### src/rtl/riscv_pkg.sv
// ============================================================================
// Module  : riscv_pkg
// Purpose : Shared opcodes, FSM states and datapath mux encodings for the
//           multi-cycle RV32I control path.
// Rev     : 1.0  initial release
// ============================================================================
`default_nettype none

package riscv_pkg;

    localparam logic [6:0] OP_RTYPE = 7'b0110011;
    localparam logic [6:0] OP_LW    = 7'b0000011;
    localparam logic [6:0] OP_SW    = 7'b0100011;
    localparam logic [6:0] OP_BEQ   = 7'b1100011;

    typedef enum logic [3:0] {
        S_FETCH    = 4'd0,
        S_DECODE   = 4'd1,
        S_MEMADR   = 4'd2,
        S_MEMREAD  = 4'd3,
        S_MEMWB    = 4'd4,
        S_MEMWRITE = 4'd5,
        S_EXECR    = 4'd6,
        S_ALUWB    = 4'd7,
        S_BEQ      = 4'd8,
        S_TRAP     = 4'd9
    } state_e;

    localparam logic [1:0] ALU_ADD    = 2'b00;
    localparam logic [1:0] ALU_SUB    = 2'b01;
    localparam logic [1:0] ALU_FUNCT  = 2'b10;

    localparam logic [1:0] RES_ALUOUT = 2'b00;
    localparam logic [1:0] RES_MEM    = 2'b01;
    localparam logic [1:0] RES_ALU    = 2'b10;

    localparam logic [1:0] SRCA_PC    = 2'b00;
    localparam logic [1:0] SRCA_OLDPC = 2'b01;
    localparam logic [1:0] SRCA_RS1   = 2'b10;

    localparam logic [1:0] SRCB_RS2   = 2'b00;
    localparam logic [1:0] SRCB_IMM   = 2'b01;
    localparam logic [1:0] SRCB_FOUR  = 2'b10;

    // fetch_upd / branch are qualifiers: the top gates them with mem_ready / zero
    typedef struct packed {
        logic       fetch_upd;
        logic       branch;
        logic       adr_src;
        logic       mem_read;
        logic       mem_write;
        logic       reg_write;
        logic [1:0] result_src;
        logic [1:0] alu_src_a;
        logic [1:0] alu_src_b;
        logic [1:0] alu_op;
        logic       illegal;
    } ctrl_t;

endpackage

`default_nettype wire

### src/rtl/mc_state_decode.sv
// ============================================================================
// Module  : mc_state_decode
// Purpose : Purely combinational state -> Moore control output decode.
// Rev     : 1.0  initial release
// ============================================================================
`default_nettype none

module mc_state_decode
    import riscv_pkg::*;
(
    input  state_e state,
    output ctrl_t  ctrl
);

    always_comb begin
        ctrl = '0;
        case (state)
            S_FETCH: begin
                ctrl.fetch_upd  = 1'b1;
                ctrl.mem_read   = 1'b1;
                ctrl.alu_src_a  = SRCA_PC;
                ctrl.alu_src_b  = SRCB_FOUR;
                ctrl.alu_op     = ALU_ADD;
                ctrl.result_src = RES_ALU;
            end
            S_DECODE: begin
                ctrl.alu_src_a  = SRCA_OLDPC;
                ctrl.alu_src_b  = SRCB_IMM;
                ctrl.alu_op     = ALU_ADD;
            end
            S_MEMADR: begin
                ctrl.alu_src_a  = SRCA_RS1;
                ctrl.alu_src_b  = SRCB_IMM;
                ctrl.alu_op     = ALU_ADD;
            end
            S_MEMREAD: begin
                ctrl.adr_src    = 1'b1;
                ctrl.mem_read   = 1'b1;
            end
            S_MEMWB: begin
                ctrl.result_src = RES_MEM;
                ctrl.reg_write  = 1'b1;
            end
            S_MEMWRITE: begin
                ctrl.adr_src    = 1'b1;
                ctrl.mem_write  = 1'b1;
            end
            S_EXECR: begin
                ctrl.alu_src_a  = SRCA_RS1;
                ctrl.alu_src_b  = SRCB_RS2;
                ctrl.alu_op     = ALU_FUNCT;
            end
            S_ALUWB: begin
                ctrl.result_src = RES_ALUOUT;
                ctrl.reg_write  = 1'b1;
            end
            S_BEQ: begin
                ctrl.branch     = 1'b1;
                ctrl.alu_src_a  = SRCA_RS1;
                ctrl.alu_src_b  = SRCB_RS2;
                ctrl.alu_op     = ALU_SUB;
                ctrl.result_src = RES_ALUOUT;
            end
            S_TRAP: begin
                ctrl.illegal    = 1'b1;
            end
            default: ctrl = '0;
        endcase
    end

endmodule

`default_nettype wire

### src/rtl/multicycle_control.sv
// ============================================================================
// Module  : multicycle_control
// Purpose : Main control FSM of the multi-cycle RV32I core. Optional perf
//           counters are built when MC_PERF_CNT_EN is defined.
// Rev     : 1.0  initial release
// ============================================================================
`default_nettype none

module multicycle_control
    import riscv_pkg::*;
#(
    parameter int STATE_W = 4,
    parameter int CNT_W   = 32
) (
    input  logic               clk,
    input  logic               reset,
    input  logic [6:0]         opcode,
    input  logic               zero,
    input  logic               mem_ready,
    output logic               pc_write,
    output logic               adr_src,
    output logic               mem_read,
    output logic               mem_write,
    output logic               ir_write,
    output logic               reg_write,
    output logic [1:0]         result_src,
    output logic [1:0]         alu_src_a,
    output logic [1:0]         alu_src_b,
    output logic [1:0]         alu_op,
    output logic               illegal,
`ifdef MC_PERF_CNT_EN
    output logic [CNT_W-1:0]   cycle_cnt,
    output logic [CNT_W-1:0]   instret_cnt,
`endif
    output logic [STATE_W-1:0] state_o
);

    state_e r_state;
    state_e w_next;
    ctrl_t  w_ctrl;

    if (STATE_W < 4 || CNT_W < 1) begin : g_param_check
        $error("multicycle_control: STATE_W must be >= 4 and CNT_W >= 1");
    end

    always_ff @(posedge clk) begin
        if (reset) r_state <= S_FETCH;
        else       r_state <= w_next;
    end

    always_comb begin
        w_next = r_state;
        case (r_state)
            S_FETCH:    if (mem_ready) w_next = S_DECODE;
            S_DECODE: begin
                case (opcode)
                    OP_RTYPE:     w_next = S_EXECR;
                    OP_LW, OP_SW: w_next = S_MEMADR;
                    OP_BEQ:       w_next = S_BEQ;
                    default:      w_next = S_TRAP;
                endcase
            end
            // Only lw/sw reach here and the IR is frozen, so anything but lw is sw
            S_MEMADR:   w_next = (opcode == OP_LW) ? S_MEMREAD : S_MEMWRITE;
            S_MEMREAD:  if (mem_ready) w_next = S_MEMWB;
            S_MEMWB:    w_next = S_FETCH;
            S_MEMWRITE: if (mem_ready) w_next = S_FETCH;
            S_EXECR:    w_next = S_ALUWB;
            S_ALUWB:    w_next = S_FETCH;
            S_BEQ:      w_next = S_FETCH;
            S_TRAP:     w_next = S_TRAP;
            default:    w_next = S_FETCH;
        endcase
    end

    mc_state_decode u_decode (
        .state (r_state),
        .ctrl  (w_ctrl)
    );

    // Write/access strobes are suppressed in the reset cycle so an abandoned
    // access never commits.
    assign pc_write   = ~reset & ((w_ctrl.fetch_upd & mem_ready) | (w_ctrl.branch & zero));
    assign ir_write   = ~reset & w_ctrl.fetch_upd & mem_ready;
    assign mem_read   = ~reset & w_ctrl.mem_read;
    assign mem_write  = ~reset & w_ctrl.mem_write;
    assign reg_write  = ~reset & w_ctrl.reg_write;
    assign adr_src    = w_ctrl.adr_src;
    assign result_src = w_ctrl.result_src;
    assign alu_src_a  = w_ctrl.alu_src_a;
    assign alu_src_b  = w_ctrl.alu_src_b;
    assign alu_op     = w_ctrl.alu_op;
    assign illegal    = w_ctrl.illegal;
    assign state_o    = STATE_W'(r_state);

`ifdef MC_PERF_CNT_EN
    logic             w_retire;
    logic [CNT_W-1:0] r_cycle_cnt;
    logic [CNT_W-1:0] r_instret_cnt;

    assign w_retire = (r_state == S_MEMWB) || (r_state == S_ALUWB) || (r_state == S_BEQ)
                   || ((r_state == S_MEMWRITE) && mem_ready);

    always_ff @(posedge clk) begin
        if (reset) begin
            r_cycle_cnt   <= '0;
            r_instret_cnt <= '0;
        end else if (r_state != S_TRAP) begin
            r_cycle_cnt <= r_cycle_cnt + CNT_W'(1);
            if (w_retire) r_instret_cnt <= r_instret_cnt + CNT_W'(1);
        end
    end

    assign cycle_cnt   = r_cycle_cnt;
    assign instret_cnt = r_instret_cnt;
`endif

endmodule

`default_nettype wire
### config.mk
export PLATFORM = sky130hd
export DESIGN_NAME = multicycle_control
export DESIGN_NICKNAME = d
export VERILOG_FILES = /design/src/rtl/riscv_pkg.sv /design/src/rtl/mc_state_decode.sv /design/src/rtl/multicycle_control.sv
export SDC_FILE = /design/constraint.sdc
export NUM_CORES = 1
export LEC_CHECK = 0
export BUFFER_PORTS_ARGS = -buffer_cell sky130_fd_sc_hd__buf_2
export CAP_MARGIN = 10
export CORE_AREA = 2 2 39 41
export DETAILED_ROUTE_END_ITERATION = 8
export DIE_AREA = 0 0 41 43
export PLACE_DENSITY_LB_ADDON = 0.2
export SLEW_MARGIN = 15
export SYNTH_ARGS = -nofsm -noshare
export SYNTH_HDL_FRONTEND = slang
export SYNTH_SLANG_ARGS = --single-unit
### constraint.sdc
create_clock -name clk -period 1.8 [get_ports clk]
set_input_delay 0.36 -clock clk [delete_from_list [all_inputs] [get_ports clk]]
set_output_delay 0.36 -clock clk [all_outputs]
set_load 0.05 [all_outputs]
Word-level counts from Yosys, hierarchy flattened --
Index checks and enable logic that the tools add are counted.
Cells by class: $add $sub $neg 0, multipliers 0, divide/modulo/power cells 0, magnitude comparators 0, equality and inequality tests 16, shift-type cells 0, mux-type cells 15, bitwise logic cells 10, reduce and logical (&&, ||, !) cells 6
Operator list (count):
- 6-bit case mux with 5 select lines | 1
- 4-bit case mux with 7 select lines | 1
- 4-bit by 3-bit == test with 1-bit output (second input constant) | 4
- 7-bit by 6-bit == test with 1-bit output (second input constant) | 2
- 4-bit 2-to-1 mux | 3
- 4-bit case mux with 3 select lines | 1
- 1-bit bitwise AND | 8
- 4-bit by 2-bit == test with 1-bit output (second input constant) | 2
- 4-bit == test (second input constant) | 2
- 2-bit OR reduction | 4
- 7-bit by 2-bit == test with 1-bit output (second input constant) | 1
- 7-bit == test (second input constant) | 1
- 1-bit 2-to-1 mux | 7
- 2-bit != test (second input constant) | 3
- 4-bit by 1-bit == test with 1-bit output (second input constant) | 1
- 4-bit zero test | 1
- 2-bit case mux with 2 select lines | 1
- 3-bit 2-to-1 mux | 1
- 3-bit AND reduction | 1
- 1-bit inverter | 1
- 1-bit OR | 1
Storage, ports and cells: register bits 4, bits in latches 0, RAM bits 0, bits in read-only memories 0, bits of input ports 11, output and inout bits 19, word-level logic and storage cells 48, memories 0

Depth between registers and ports, before layout --
Gate-level depths: netlist of run 1.
word-level depth 5, gate-level depth with buffers 5, mapped depth without buffers 4

Hierarchy --
A second synthesis of run 1 with hierarchy kept.
Unflattened totals: cells, all modules 78, area, all modules 595.6 um2
By module, submodules not included:
- multicycle_control | times used 1, cells each 54, area an instance 415.4 um2, sequential area each 80.1 um2
- mc_state_decode | times used 1, cells each 24, area an instance 180.2 um2, sequential area each 0.0 um2

Least setup slack after synthesis of run 1 --
OpenSTA, ideal clock, no wires.
kind reg2out, start point register r_state[1] (netlist: state_o[1]), end point output port pc_write, arrival 3.492 ns, required time 1.440 ns, setup slack -2.052 ns, cell stages (with the launch flop) 5, path buffers 1, cells stage by stage dfxtp_1 -> buf_1 -> nor4_1 -> nand2_1 -> a21oi_1
On the way: longest elaborated chain between the ends 5, elaborated cells between the ends (all ways) 8, those cells by class eq/ne (1); mux (2); bitwise (4); reduce/logical (1)
RTL lines:
- start, declared | RTL line multicycle_control.sv:38 | state_e r_state;
- start signal, assigned | RTL line multicycle_control.sv:48 | else r_state <= w_next;
- 4-bit == test / 4-bit zero test (equally long branches) | RTL line mc_state_decode.sv:17 | case (state)
- 1-bit 2-to-1 mux | RTL line mc_state_decode.sv:17
- 1-bit bitwise AND | RTL line multicycle_control.sv:83 | assign pc_write = ~reset & ((w_ctrl.fetch_upd & mem_ready) | (w_ctrl.branch & zero));
- 1-bit OR (*) | RTL line multicycle_control.sv:83
- 1-bit bitwise AND (*) | RTL line multicycle_control.sv:83
- end, declared | RTL line multicycle_control.sv:20 | output logic pc_write,
Mark *: on every way between the ends. The rest lies on a longest branch, timed or not.

Worst setup path in the final report of run 1 --
Same ends and word-level chain as after synthesis.

==> impl_metrics.csv, run 1 <==
group,metric,value,unit
yosys,synth.top_cell.area_share,18.8,%
final_layout,largest_register_ffs,4,
yosys,number_of_flops_mapped_to_enable_cells_by_yosys,0,
placement,hpwl,988,um
clocking,cts_made_buffers,3,
clocking,clk-insertion-delay-late,0.23,ns
yosys,ys_top_cells_by_area,"sky130_fd_sc_hd__dfxtp_1 (19%), sky130_fd_sc_hd__nor3_1 (7.0%), sky130_fd_sc_hd__nand4bb_4 (6.5%)",
die,fp.dieArea,1760,um2
placement,io_buffers,29,
setup_path,arrival,1.37,ns
routing,antenna_nets_post_route,0,
final_layout,syn2layout_area_growth,84.2,%
setup_path,crit_path_start_kind,"flop",
global_route,global_route_wire_length_before_repair,1930,um
sta,tightest_slew,0.578,ns
job,drv_cap,0,
final_layout,nets,108,
sta,rsz0062_at_grt,"yes",
power_and_ir_drop,p_per_area,522,nW/um2
global_route,groute.usage.overall,15.6,%
clocking,clock-sinks,4,
die,die-width,41,um
die,fp.dieH,43,um
routing,routed-via-count,573,
clocking,clkTransAtPathRegs,0.03,ns
final_layout,antenna_cells,0,
sta,timing.final.setup_violations,0,
placement,routabilityCongestion,0.820,
die,num_io_pins,30,
routing,finalWirelength,1410,um
worst_hold_path,worstHoldPathType,"input port to flop",
routing,detailedRoute.firstPassIterationCount,4,
yosys,synth-warning-count,0,
die,coreArea,1380,um2
clocking,cts_buffer_depth,2,
yosys,synthTopCellsByCount,"sky130_fd_sc_hd__nor2_1 (6), sky130_fd_sc_hd__nor3_1 (6), sky130_fd_sc_hd__a21oi_1 (5), sky130_fd_sc_hd__nand2_1 (5)",
power_and_ir_drop,finalPower,0.410,mW
setup_path,timing.critical_path.fanout_max,10,
yosys,ys_seq_area_share,18.8,%
sta,max_slew_margin_vs_limit,60.4,%
sta,final.setup_skew,0.00243,ns
die,start_util,30.8,%
yosys,ys.flop_type,"sky130_fd_sc_hd__dfxtp_1",
routing,detail_route.vias_per_cell,5.16,
sta,drv_slew,0,
clocking,htreeDepth,1,
yosys,synth-async-reset-ratio,0,%
yosys,synthesis.nets,71,
sta,post-route-period-util,96.0,%
setup_path,worstPathRequired,1.44,ns
final_layout,post_route_cells_drive_above_1_share,64.2,%
routing,remaining_drc_errors,0,
sta,final_period_minus_worst_setup_slack,1.73,ns
clocking,cell_chosen_for_the_clock_root,"sky130_fd_sc_hd__clkbuf_4",
yosys,synth.largest_area_cell,"sky130_fd_sc_hd__dfxtp_1",
die,row_count,14,
global_route,grt_antenna_before_repair,0,
power_and_ir_drop,cellLeakagePower,0.353,nW
yosys,ys_types,25,
setup_path,timing.setup.critical_path_class,"flop to output pin",
setup_path,endpoint_kind,"output pin",
power_and_ir_drop,peakVddDrop,233,uV
yosys,mappedNetlistArea,427,um2
sta,max_freq,0.579,GHz
sta,final-hold-violation-count,0,
routing,route.detailed.wl_per_inst,12.7,um
global_route,grt_max_degree,15,
yosys,post_synth.cell_area_avg,7.11,um2
status,result_of_the_run,"finished, final reports clean",
clocking,cts_tree,"done",
global_route,number_of_global_route_vias_before_repair,429,
yosys,yosys_register_bits,4,
global_route,gr-total-overflow,0,
routing,drt_first_iter_violations,12,
final_layout,layout.core_utilization,56.8,%
yosys,syn_inst,60,
-- cells in the final DEF, fill, tap and decap left out, types with 2 or more instances in the layout --
cell type / n
sky130_fd_sc_hd__buf_2: 26
sky130_fd_sc_hd__buf_4: 8
sky130_fd_sc_hd__a21oi_1: 4
sky130_fd_sc_hd__nor3_1: 4
sky130_fd_sc_hd__clkbuf_4: 4
sky130_fd_sc_hd__dfxtp_4: 4
sky130_fd_sc_hd__nor2_1: 3
sky130_fd_sc_hd__nand2b_1: 3
sky130_fd_sc_hd__inv_1: 3
sky130_fd_sc_hd__nand2_1: 3
sky130_fd_sc_hd__nor4_4: 2
sky130_fd_sc_hd__nor3_4: 2
sky130_fd_sc_hd__and3_1: 2
sky130_fd_sc_hd__nor2_2: 2
sky130_fd_sc_hd__and3_2: 2
sky130_fd_sc_hd__nand2_2: 2
sky130_fd_sc_hd__o21ai_0: 2
-- critical path: stages, from the launching register on --
cell and delay, ns:
sky130_fd_sc_hd__dfxtp_4 0.39, sky130_fd_sc_hd__nor4_4 0.30, sky130_fd_sc_hd__nand2_2 0.13, sky130_fd_sc_hd__a21oi_4 0.16
sky130_fd_sc_hd__buf_8 0.16
-- area by class of cell --
class,instances,area (um2)
Fill cell,135,598
Sequential cell,4,95.1
Tap cell,16,20.0
Multi-Input combinational cell,48,419
Clock buffer,3,22.5
Inverter,3,11.3
Timing Repair Buffer,37,218
-- layer usage --
layer | routed length, um | track usage (%) | part of all wire [%]
met4 | 0 | 2.00 | 0
met2 | 697 | 25.3 | 50
met3 | 90 | 4.71 | 6.4
met5 | 0 | 0 | 0
met1 | 618 | 19.9 | 44
-- worst paths after layout --
kind	from	slack [ns]	cells past startpoint	endpoint
max	state_o[1]	0.07	4	pc_write
min	reset	0.42	2	state_o[1]
max reg2reg	state_o[1]	0.26	5	state_o[0]
min reg2reg	state_o[3]	0.65	3	state_o[2]
-- timing repair --
action / CTS / global route
endpoints found under the setup margin: 5 / 5
hold buffers: 0 / 0
hold endpoints to repair: 0 / 0
resized for setup: 5 / 4
pin swaps: 1 / 5
setup buffers: 0 / 7
-- where the power goes --
| group | leakage, nW | switching (mW) | total, mW | internal, mW |
|---|---|---|---|---|
| logic | 0.304 | 0.134 | 0.201 | 0.0674 |
| registers | 0.0355 | 0.0104 | 0.0999 | 0.0895 |
| clock network | 0.0138 | 0.0350 | 0.109 | 0.0745 |
-- cell families after synthesis --
family | Yosys count | share of synthesized area [%]
flops | 4 | 18.8
buf+inv | 8 | 7.92
xor+xnor | 2 | 4.11
compound gates | 11 | 16.1
simple gates | 34 | 50.7
fa+ha+maj | 1 | 2.35
-- through the flow --
step | std cells | worst slack, ns | instance area (um2) | hold WS (ns) | TNS, ns
5_1_grt | 111 | -0.0169 | 786 | 0.434 | -0.0169
4_1_cts | 104 | 0.00202 | 724 | 0.416 | 0
6_report | 111 | 0.0727 | 786 | 0.423 | 0
3_3_place_gp | 101 | 0.190 | 683 | 0.629 | 0
3_5_place_dp | 101 | 0.167 | 683 | 0.633 | 0
2_1_floorplan | 60 | -0.440 | 561 | 0.419 | -1.30
Note: power is estimated with default switching activity, not from simulation.
==> inputs of run 2 (changes only) <==
--- a/config.mk
+++ b/config.mk
@@ -10,7 +10,7 @@
 export CORE_AREA = 2 2 39 41
 export DETAILED_ROUTE_END_ITERATION = 8
 export DIE_AREA = 0 0 41 43
-export PLACE_DENSITY_LB_ADDON = 0.2
+export PLACE_DENSITY = 0.68
 export SLEW_MARGIN = 15
 export SYNTH_ARGS = -nofsm -noshare
 export SYNTH_HDL_FRONTEND = slang
==> impl_metrics.csv, run 2 (synthesis results as in run 1) <==
group,metric,value,unit
status,result_of_the_run,"finished, final reports clean",
sta,setup_total_negative_slack,0,ns
placement,io_buffers,29,
clocking,cts_tree,"done",
job,drv_cap,0,
clocking,clk-insertion-delay-late,0.24,ns
final_layout,syn2layout_area_growth,91.5,%
die,fp.dieArea,1760,um2
clocking,cts_made_buffers,3,
die,num_io_pins,30,
sta,max_freq,0.576,GHz
sta,hold_ws,0.416,ns
sta,tightest_slew,0.618,ns
final_layout,final_cell_mix,"sky130_fd_sc_hd__buf_2 (20), sky130_fd_sc_hd__buf_4 (10), sky130_fd_sc_hd__clkbuf_4 (6)",
power_and_ir_drop,peakVddDrop,360,uV
clocking,cts_buffer_depth,2,
setup_path,crit_path_start_kind,"flop",
final_layout,antenna_cells,0,
final_layout,final_common_cell,"sky130_fd_sc_hd__buf_2",
routing,route.detailed.wl_per_inst,12.3,um
global_route,grt_antenna_before_repair,0,
die,coreArea,1380,um2
routing,routed-via-count,587,
final_layout,largest_register_ffs,4,
die,die-width,41,um
global_route,groute.usage.overall,18.3,%
setup_path,timing.setup.critical_path_class,"flop to output pin",
clocking,htreeDepth,1,
sta,final-hold-violation-count,0,
routing,antenna_nets_post_route,0,
power_and_ir_drop,cellLeakagePower,0.357,nW
sta,rsz0062_at_grt,"yes",
placement,hpwl,968,um
setup_path,endpoint_kind,"output pin",
sta,post-route-period-util,96.4,%
clocking,clock-sinks,4,
sta,max_slew_margin_vs_limit,57.7,%
routing,finalWirelength,1380,um
setup_path,arrival,1.38,ns
final_layout,layout.core_utilization,59.0,%
final_layout,nets,108,
global_route,number_of_global_route_vias_before_repair,546,
final_layout,post_route_cells_drive_above_1_share,65.6,%
routing,detailedRoute.firstPassIterationCount,4,
clocking,clkTransAtPathRegs,0.04,ns
global_route,gr-total-overflow,0,
routing,remaining_drc_errors,0,
power_and_ir_drop,finalPower,0.422,mW
die,start_util,30.8,%
die,fp.dieH,43,um
routing,detail_route.vias_per_cell,5.24,
global_route,global_route_wire_length_before_repair,2190,um
global_route,grt_max_degree,15,
setup_path,timing.critical_path.fanout_max,6,
die,row_count,14,
sta,final_period_minus_worst_setup_slack,1.74,ns
routing,drt_first_iter_violations,11,
worst_hold_path,worstHoldPathType,"input port to flop",
sta,final.setup_skew,0.00166,ns
power_and_ir_drop,p_per_area,517,nW/um2
placement,routabilityCongestion,0.789,
setup_path,worstPathRequired,1.44,ns
clocking,cell_chosen_for_the_clock_root,"sky130_fd_sc_hd__clkbuf_4",
sta,timing.final.setup_violations,0,
sta,drv_slew,0,
-- run 2: routing by layer --
| metal | GRT usage (%) | vias to the layer above | part of all wire (%) |
|---|---|---|---|
| met4 | 10.7 | 0 | 1.5 |
| li1 | - | 293 | - |
| met5 | 0 | - | 0 |
| met2 | 28.1 | 24 | 51 |
| met1 | 21.6 | 268 | 42 |
| met3 | 4.71 | 2 | 4.7 |
-- run 2: cell type report --
| type | count | area [um2] |
|---|---|---|
| clock buffers | 4 | 26.3 |
| fillers | 127 | 567 |
| inverters | 3 | 11.3 |
| multi-input cells | 48 | 424 |
| flip-flops and latches | 4 | 92.6 |
| well taps | 16 | 20.0 |
| repair buffers | 37 | 243 |
-- run 2: what timing repair did --
item | 4_1_cts | 5_1_grt
endpoints found under the setup margin | 7 | 8
pin swaps | 1 | 5
hold buffers | 0 | 0
setup buffers | 0 | 7
gates resized for setup | 6 | 13
-- run 2: report_power, final --
part	total (mW)	switching, mW	internal (mW)
Combinational	0.189	0.127	0.0617
Sequential	0.104	0.0135	0.0901
Clock	0.130	0.0460	0.0838
-- run 2: worst max-delay path, stage by stage, from the launching register on --
cell and delay, ns:
sky130_fd_sc_hd__dfxtp_4 0.38, sky130_fd_sc_hd__buf_12 0.14, sky130_fd_sc_hd__xnor2_2 0.22, sky130_fd_sc_hd__and3_2 0.21, sky130_fd_sc_hd__buf_4 0.19
-- run 2: worst paths after layout --
| check | from | to | slack (ns) | depth (start not counted) |
|---|---|---|---|---|
| worst max-delay path | state_o[1] | mem_read | 0.06 | 4 |
| worst min-delay path | reset | state_o[1] | 0.42 | 2 |
| worst max register to register | state_o[1] | state_o[0] | 0.34 | 5 |
| worst min register to register | state_o[0] | state_o[3] | 0.65 | 2 |
-- run 2: through the flow --
step	cells	setup slack, ns	cell area, um2
3_3_place_gp	101	0.193	683
6_report	112	0.0649	817
2_1_floorplan	60	-0.440	561
5_1_grt	112	-0.0168	817
3_5_place_dp	101	0.168	683
4_1_cts	105	-0.00361	731
